===== src/rtl/avalon_st_operand_master.sv =====
// avalon_st_operand_master
// Avalon-ST master: sends NUM_OPS operands as framed symbol packets
// (header k+1 with SOP, payload MSB first, EOP on the last symbol) and
// collects one RES_W-bit result packet, reporting framing errors on err.
// Optional feature macro: AVST_CHECKSUM_EN. When defined, each TX packet
// carries a trailing XOR checksum symbol and each RX packet must end in one.
module avalon_st_operand_master #(
    parameter int DATA_W  = 8,
    parameter int OP_W    = 32,
    parameter int NUM_OPS = 2,
    parameter int RES_W   = 64
) (
    input  logic                    clk_in,
    input  logic                    rst,
    output logic                    clk_out,
    input  logic                    start,
    input  logic [NUM_OPS*OP_W-1:0] ops_in,
    output logic                    busy,
    output logic [DATA_W-1:0]       data_out,
    output logic                    valid_out,
    output logic                    startofpacket_out,
    output logic                    endofpacket_out,
    input  logic                    ready_in,
    input  logic [DATA_W-1:0]       data_in,
    input  logic                    valid_in,
    input  logic                    startofpacket_in,
    input  logic                    endofpacket_in,
    output logic                    ready_out,
    output logic [RES_W-1:0]        RES,
    output logic                    ready_res,
    output logic                    err
);

    localparam int PAY_BEATS = OP_W / DATA_W;
`ifdef AVST_CHECKSUM_EN
    localparam int RX_BEATS  = RES_W / DATA_W + 1;
`else
    localparam int RX_BEATS  = RES_W / DATA_W;
`endif
    localparam int OPI_W = (NUM_OPS > 1) ? $clog2(NUM_OPS) : 1;
    localparam int BI_W  = $clog2(PAY_BEATS + 2) + 1;
    localparam int CNT_W = $clog2(RX_BEATS + 1) + 1;

    localparam logic [1:0] TX_IDLE    = 2'd0;
    localparam logic [1:0] TX_HDR     = 2'd1;
    localparam logic [1:0] TX_PAYLOAD = 2'd2;
    localparam logic       RX_WAIT_SOP = 1'b0;
    localparam logic       RX_COLLECT  = 1'b1;

    // ---------------- transmit side ----------------
    logic [1:0]              tx_state_r, tx_state_s;
    logic [OPI_W-1:0]        op_idx_r, op_idx_s;
    logic [BI_W-1:0]         beat_r, beat_s;
    logic [NUM_OPS*OP_W-1:0] ops_r;
    logic                    load_ops_s;
    logic [DATA_W-1:0]       data_out_r, data_s;
    logic                    valid_out_r, valid_s;
    logic                    sop_r, sop_s, eop_r, eop_s;
    logic                    busy_r, busy_s;
    logic [OP_W-1:0]         op_s;
    logic [DATA_W-1:0]       pay_sym_s, hdr_nxt_s;
    int                      sh_s;
`ifdef AVST_CHECKSUM_EN
    logic [DATA_W-1:0]       csum_r, csum_s;
`endif

    assign clk_out           = clk_in;
    assign busy              = busy_r;
    assign data_out          = data_out_r;
    assign valid_out         = valid_out_r;
    assign startofpacket_out = sop_r;
    assign endofpacket_out   = eop_r;

    // Select the payload symbol that follows the current beat (MSB first)
    always_comb begin
        op_s = OP_W'(ops_r >> (int'(op_idx_r) * OP_W));
        if (int'(beat_r) < PAY_BEATS) begin
            sh_s = (PAY_BEATS - 1 - int'(beat_r)) * DATA_W;
        end else begin
            sh_s = 0;
        end
        pay_sym_s = DATA_W'(op_s >> sh_s);
        hdr_nxt_s = DATA_W'(op_idx_r) + DATA_W'(2);
    end

    // TX next-state: next beat is prepared only when the current one transfers
    always_comb begin
        tx_state_s = tx_state_r;
        op_idx_s   = op_idx_r;
        beat_s     = beat_r;
        data_s     = data_out_r;
        valid_s    = valid_out_r;
        sop_s      = sop_r;
        eop_s      = eop_r;
        busy_s     = busy_r;
        load_ops_s = 1'b0;
`ifdef AVST_CHECKSUM_EN
        csum_s     = csum_r;
`endif
        case (tx_state_r)
            TX_IDLE: begin
                if (start) begin
                    load_ops_s = 1'b1;
                    tx_state_s = TX_HDR;
                    op_idx_s   = '0;
                    beat_s     = '0;
                    data_s     = DATA_W'(1);
                    valid_s    = 1'b1;
                    sop_s      = 1'b1;
                    eop_s      = 1'b0;
                    busy_s     = 1'b1;
`ifdef AVST_CHECKSUM_EN
                    csum_s     = DATA_W'(1);
`endif
                end else begin
                    tx_state_s = TX_IDLE;
                end
            end
            TX_HDR, TX_PAYLOAD: begin
                if (valid_out_r && ready_in) begin
                    if (eop_r) begin
                        if (op_idx_r == OPI_W'(NUM_OPS - 1)) begin
                            tx_state_s = TX_IDLE;
                            data_s     = '0;
                            valid_s    = 1'b0;
                            sop_s      = 1'b0;
                            eop_s      = 1'b0;
                            busy_s     = 1'b0;
                        end else begin
                            tx_state_s = TX_HDR;
                            op_idx_s   = op_idx_r + 1'b1;
                            beat_s     = '0;
                            data_s     = hdr_nxt_s;
                            sop_s      = 1'b1;
                            eop_s      = 1'b0;
`ifdef AVST_CHECKSUM_EN
                            csum_s     = hdr_nxt_s;
`endif
                        end
                    end else begin
                        tx_state_s = TX_PAYLOAD;
                        beat_s     = beat_r + 1'b1;
                        sop_s      = 1'b0;
`ifdef AVST_CHECKSUM_EN
                        if (beat_r == BI_W'(PAY_BEATS)) begin
                            data_s = csum_r;
                            eop_s  = 1'b1;
                        end else begin
                            data_s = pay_sym_s;
                            csum_s = csum_r ^ pay_sym_s;
                            eop_s  = 1'b0;
                        end
`else
                        data_s = pay_sym_s;
                        eop_s  = (beat_r == BI_W'(PAY_BEATS - 1));
`endif
                    end
                end else begin
                    tx_state_s = tx_state_r;
                end
            end
            default: begin
                tx_state_s = TX_IDLE;
                data_s     = '0;
                valid_s    = 1'b0;
                sop_s      = 1'b0;
                eop_s      = 1'b0;
                busy_s     = 1'b0;
            end
        endcase
    end

    // TX state and registered stream outputs
    always_ff @(posedge clk_in or negedge rst) begin
        if (!rst) begin
            tx_state_r  <= TX_IDLE;
            op_idx_r    <= '0;
            beat_r      <= '0;
            ops_r       <= '0;
            data_out_r  <= '0;
            valid_out_r <= 1'b0;
            sop_r       <= 1'b0;
            eop_r       <= 1'b0;
            busy_r      <= 1'b0;
`ifdef AVST_CHECKSUM_EN
            csum_r      <= '0;
`endif
        end else begin
            tx_state_r  <= tx_state_s;
            op_idx_r    <= op_idx_s;
            beat_r      <= beat_s;
            ops_r       <= load_ops_s ? ops_in : ops_r;
            data_out_r  <= data_s;
            valid_out_r <= valid_s;
            sop_r       <= sop_s;
            eop_r       <= eop_s;
            busy_r      <= busy_s;
`ifdef AVST_CHECKSUM_EN
            csum_r      <= csum_s;
`endif
        end
    end

    // ---------------- receive side ----------------
    logic               rx_state_r, rx_state_s;
    logic [CNT_W-1:0]   cnt_r, cnt_s, nxt_cnt_s;
    logic [RES_W-1:0]   shift_r, shift_s, base_s;
    logic [RES_W-1:0]   res_r, res_s;
    logic               ready_out_r, ready_res_r, res_pulse_s, err_r, err_s;
    logic               take_s, ck_ok_s;
`ifdef AVST_CHECKSUM_EN
    logic [DATA_W-1:0]  xr_r, xr_s, xbase_s;
`endif

    assign ready_out = ready_out_r;
    assign RES       = res_r;
    assign ready_res = ready_res_r;
    assign err       = err_r;

    // RX framing: collect symbols, validate length/EOP/SOP (and checksum)
    always_comb begin
        rx_state_s  = rx_state_r;
        cnt_s       = cnt_r;
        shift_s     = shift_r;
        res_s       = res_r;
        res_pulse_s = 1'b0;
        err_s       = 1'b0;
        take_s      = 1'b0;
        base_s      = shift_r;
        nxt_cnt_s   = cnt_r + 1'b1;
        ck_ok_s     = 1'b1;
`ifdef AVST_CHECKSUM_EN
        xr_s        = xr_r;
        xbase_s     = xr_r;
`endif
        if (valid_in && ready_out_r) begin
            if (startofpacket_in) begin
                take_s    = 1'b1;
                err_s     = (rx_state_r == RX_COLLECT);
                base_s    = '0;
                nxt_cnt_s = CNT_W'(1);
`ifdef AVST_CHECKSUM_EN
                xbase_s   = '0;
`endif
            end else if (rx_state_r == RX_COLLECT) begin
                take_s = 1'b1;
            end else begin
                take_s = 1'b0;
            end
        end else begin
            take_s = 1'b0;
        end

        if (take_s) begin
            cnt_s      = nxt_cnt_s;
            rx_state_s = RX_COLLECT;
`ifdef AVST_CHECKSUM_EN
            if (nxt_cnt_s == CNT_W'(RX_BEATS)) begin
                ck_ok_s = (xbase_s == data_in);
                shift_s = shift_r;
            end else begin
                shift_s = RES_W'({base_s, data_in});
                xr_s    = xbase_s ^ data_in;
            end
`else
            shift_s = RES_W'({base_s, data_in});
`endif
            if (endofpacket_in) begin
                rx_state_s = RX_WAIT_SOP;
                cnt_s      = '0;
                if ((nxt_cnt_s == CNT_W'(RX_BEATS)) && ck_ok_s) begin
                    res_s       = shift_s;
                    res_pulse_s = 1'b1;
                end else begin
                    err_s = 1'b1;
                end
            end else if (nxt_cnt_s == CNT_W'(RX_BEATS)) begin
                rx_state_s = RX_WAIT_SOP;
                cnt_s      = '0;
                err_s      = 1'b1;
            end else begin
                rx_state_s = RX_COLLECT;
            end
        end else begin
            cnt_s = cnt_r;
        end
    end

    // RX state, result register and one-cycle status pulses
    always_ff @(posedge clk_in or negedge rst) begin
        if (!rst) begin
            rx_state_r  <= RX_WAIT_SOP;
            cnt_r       <= '0;
            shift_r     <= '0;
            res_r       <= '0;
            ready_out_r <= 1'b0;
            ready_res_r <= 1'b0;
            err_r       <= 1'b0;
`ifdef AVST_CHECKSUM_EN
            xr_r        <= '0;
`endif
        end else begin
            rx_state_r  <= rx_state_s;
            cnt_r       <= cnt_s;
            shift_r     <= shift_s;
            res_r       <= res_s;
            ready_out_r <= 1'b1;
            ready_res_r <= res_pulse_s;
            err_r       <= err_s;
`ifdef AVST_CHECKSUM_EN
            xr_r        <= xr_s;
`endif
        end
    end

endmodule


===== config.mk =====
export PLATFORM = sky130hd
export DESIGN_NAME = avalon_st_operand_master
export DESIGN_NICKNAME = d
export VERILOG_FILES = /design/src/rtl/avalon_st_operand_master.sv
export SDC_FILE = /design/constraint.sdc
export NUM_CORES = 1
export LEC_CHECK = 0
export CAP_MARGIN = 20
export CORE_MARGIN = 3
export CORE_UTILIZATION = 53
export CTS_CLUSTER_SIZE = 30
export DETAILED_ROUTE_END_ITERATION = 10
export PLACE_DENSITY_LB_ADDON = 0.08
export SLEW_MARGIN = 20
export SYNTH_ARGS = -nofsm -noshare
export SYNTH_HDL_FRONTEND = slang
export SYNTH_SLANG_ARGS = --single-unit

===== constraint.sdc =====
create_clock -name clk_in -period 2.5 [get_ports clk_in]
set_input_delay 0.75 -clock clk_in [delete_from_list [all_inputs] [get_ports clk_in]]
set_output_delay 0.75 -clock clk_in [all_outputs]
set_load 0.005 [all_outputs]

==> impl_results.md <==
- Detailed-route DRC error count: 0
- Hold WS: 117 ps
- HPWL Detailed: 14.5 mm
- Clock Pin Slew Worst Setup and Hold Paths: 60 ps
- RR Startpoint: cnt_r[0]$_DFFE_PN0P_
- Worst Reg2Reg Path Length in Cells: 6
- Largest net degree at the start of global routing: 66
- Seq cells post-synth: 211
- Post-synth top flop: dfrtp_1
- Gr usage total: 22.8%
- Power Dens Cells: 842 nW/um2
- Slew Viols, Final: 0
- Post-synth EDFFs: 0
- Fraction of registers with async set/reset: 100%
- Finish-stage setup viols: 0
- I/O Buffers: 158
- Slowest cell delay on critical path: 190 ps
- Cell mode on critical path: clkbuf_16
- HP Class: primary input to asynchronous set/reset pin
- Core box area: 17,300 um2
- Yosys cell types: 55
- Initial core utilization: 54.3%
- Synth area leader: dfrtp_1
- Worst setup EP type: output pin
- Hold-fix buffers, CTS: 0
- Critical Path RT: 1750 ps
- Hold Violations, Final: 0
- P_leak: 5.78 nW
- Wire length of the first global-routing pass: 36.3 mm
- Final instance area: 12,400 um2
- Buf/Inv on CP: 3
- TNS Setup: 0 ps
- Synthesized instance count: 846
- Clock Skews: 15.7 ps
- Multiplexer area fraction after synthesis: 19.3%
- Remaining Overflow, GRT: 0
- Setup crit start kind: clock port
- Top cell type's share of synthesized area: 56.2%
- Std cell rows: 48
- WL final: 21.5 mm
- Max-Cap Viols: 0
- Crit path from: clk_in
- Crit path DAT: 1690 ps
- Ranking of synthesized cells by area: dfrtp_1, mux2_2, nand2_1, mux2i_1, a21oi_1
- Max_slew headroom: 66.4%
- Wire length per cell: 17.1 um
- Place WS: -150 ps
- Synth Warn #: 0
- Area grow syn2layout: 31.6%
- CP max-delay cell: clkdlybuf4s15_1
- XOR/XNOR Fraction of Synth Area: 0.0933%
- Ant diodes: 0
- Core Util, Final: 71.4%
- Compound-Gate Fraction of Synth Area: 6.57%
- Post-detailed-route count of antenna-violating nets: 0
- Placed Area: 11,400 um2
- Critical Path Sink: clk_out
- Total number of vias: 6,686
- R2r setup slk: 240 ps
- Largest family of logic cells by synthesized area: multiplexers
- Post-synthesis instance area: 9390 um2
- Layout cells sized above 1: 18.1%
- Critical path class: clock port to output pin
- Stages on the worst setup path: 3
- Status: finished clean
- Avg Inst Size Synth: 11.1 um2
- Drt via density: 5.30
- Highest net fanout along the worst path: 2
- Fill count: 1,245
- Syn Nets: 931
- TritonCTS clock tree: built
- Critical path's top delay family: buffers and inverters
- Critical Path, Cell by Cell: clkbuf_16 -> clkbuf_16 -> clkdlybuf4s15_1
- Initial antenna violation count: 0
- NumNets Final: 1,104
- Die Span Y: 139 um
- Post-Synth Adder-Cell Area: 0.800%
- Seq/Total Area, Yosys: 56.2%
- Die area: 19,300 um2
- Clk Latency, worst-skew pair: 630 ps
- Die width: 139 um
- RSZ-0062 raised after global routing: no
- I/O pin count: 159
- R2R Path End: RES[51]$_DFFE_PN0P_
- Peak supply drop: 0.000515 V
- Iter 0 DRT Violations: 464
- Final setup margin: 61.8 ps
- Gpl congestion: 0.847
- Vias in the first global route: 6,909
- Simple-gate share of the synthesized area: 11.4%
- Worst-Margin Slew: 504 ps
- First-pass DRT Iterations: 4
-- kinds of logic after synthesis --
logic type	count (synthesis)
AO/OA/AOI/OAI	105
other	1
multiplexers	158
adder cells (fa/ha/maj)	6
buffers and inverters	116
XOR/XNOR	1
flip-flops	211
AND/OR/NAND/NOR	248
-- Yosys cell counts, types with 7 or more instances --
cell type,instances
dfrtp_1,211
nand2_1,181
mux2_2,81
inv_1,63
mux2i_1,62
a21oi_1,59
clkbuf_1,33
o21ai_0,16
nor2_1,12
nor2b_1,11
mux4_2,10
nand3_1,7
o31ai_1,7
-- where the power goes --
group          switching, mW  internal, mW  total, mW
combinational          0.780          1.18       1.96
clock                   1.42          2.58       4.01
sequential             0.428          4.00       4.43
total                   2.63          7.77       10.4
-- stage by stage --
stage | instances | power, mW
CTS | 1262 | 10.5
finish | 1262 | 10.4
floorplan | 846 | 5.15
global placement | 1215 | 6.45
detailed placement | 1215 | 6.49
global route | 1262 | 11.0
-- state kept, by name, indices dropped and copies added, names as in the netlist, 2 cells and up --
signal	cells
RES	64
ops_r	64
shift_r	56
data_out	8
cnt_r	5
beat_r	4
tx_state_r	2
-- timing repair --
action | in CTS | in global routing
endpoints found under the setup margin | 1 | 0
resized for setup | 2 | 0
buffers inserted | 0 | 0
hold endpoints to repair | 0 | 0
-- cells in the final DEF (no fill, tap or decap), drive strengths merged, types with 2 or more instances in the layout --
cell type        n
dfrtp          211
nand2          181
clkdlybuf4s50  156
mux2            86
inv             63
mux2i           62
a21oi           59
buf             38
clkbuf          37
o21ai           16
nor2            13
nor2b           11
mux4            10
o31ai            7
nand3            7
nand2b           6
nor3b            6
ha               6
clkinv           6
or2              5
o22ai            4
bufinv           4
and3             4
a21o             3
nor3             3
or3              2
a22oi            2
nor4             2
and2             2
clkinvlp         2
a21boi           2
-- layout make-up --
type | instances | area [um2] | share of cell area (%)
Timing Repair Buffer | 195 | 1990 | 16.1
Tap cell | 225 | 282 | 2.28
Sequential cell | 211 | 5280 | 42.7
Clock inverter | 11 | 171 | 1.39
Clock buffer | 37 | 779 | 6.31
Multi-Input combinational cell | 519 | 3610 | 29.3
Inverter | 64 | 240 | 1.94
-- per-layer routing --
layer	part of all wire, %	track usage (%)
met1	45	32.1
met2	48	36.6
met3	5.3	4.79
met4	1.7	5.66
met5	0	0
-- worst reg2reg max path, cell delays in order (launching register included) --
cell	delay [ps]
dfrtp_1	460
ha_1	310
a21o_1	180
a21oi_1	330
o2111a_4	420
buf_12	230
mux2i_1	230
-- worst min path at each step --
| stage | end | slack (ps) | depth (start not counted) |
|---|---|---|---|
| floorplan | RES[0]$_DFFE_PN0P_ | 450 | 0 |
| global placement | data_out[4]$_DFFE_PN0P_ | 460 | 2 |
| detailed placement | startofpacket_out$_DFFE_PN0P_ | 470 | 2 |
| CTS | RES[33]$_DFFE_PN0P_ | 110 | 1 |
| global route | RES[33]$_DFFE_PN0P_ | 130 | 1 |
| finish | tx_state_r[1]$_DFFE_PN0P_ | 120 | 1 |
(Power assumes the default switching activity.)
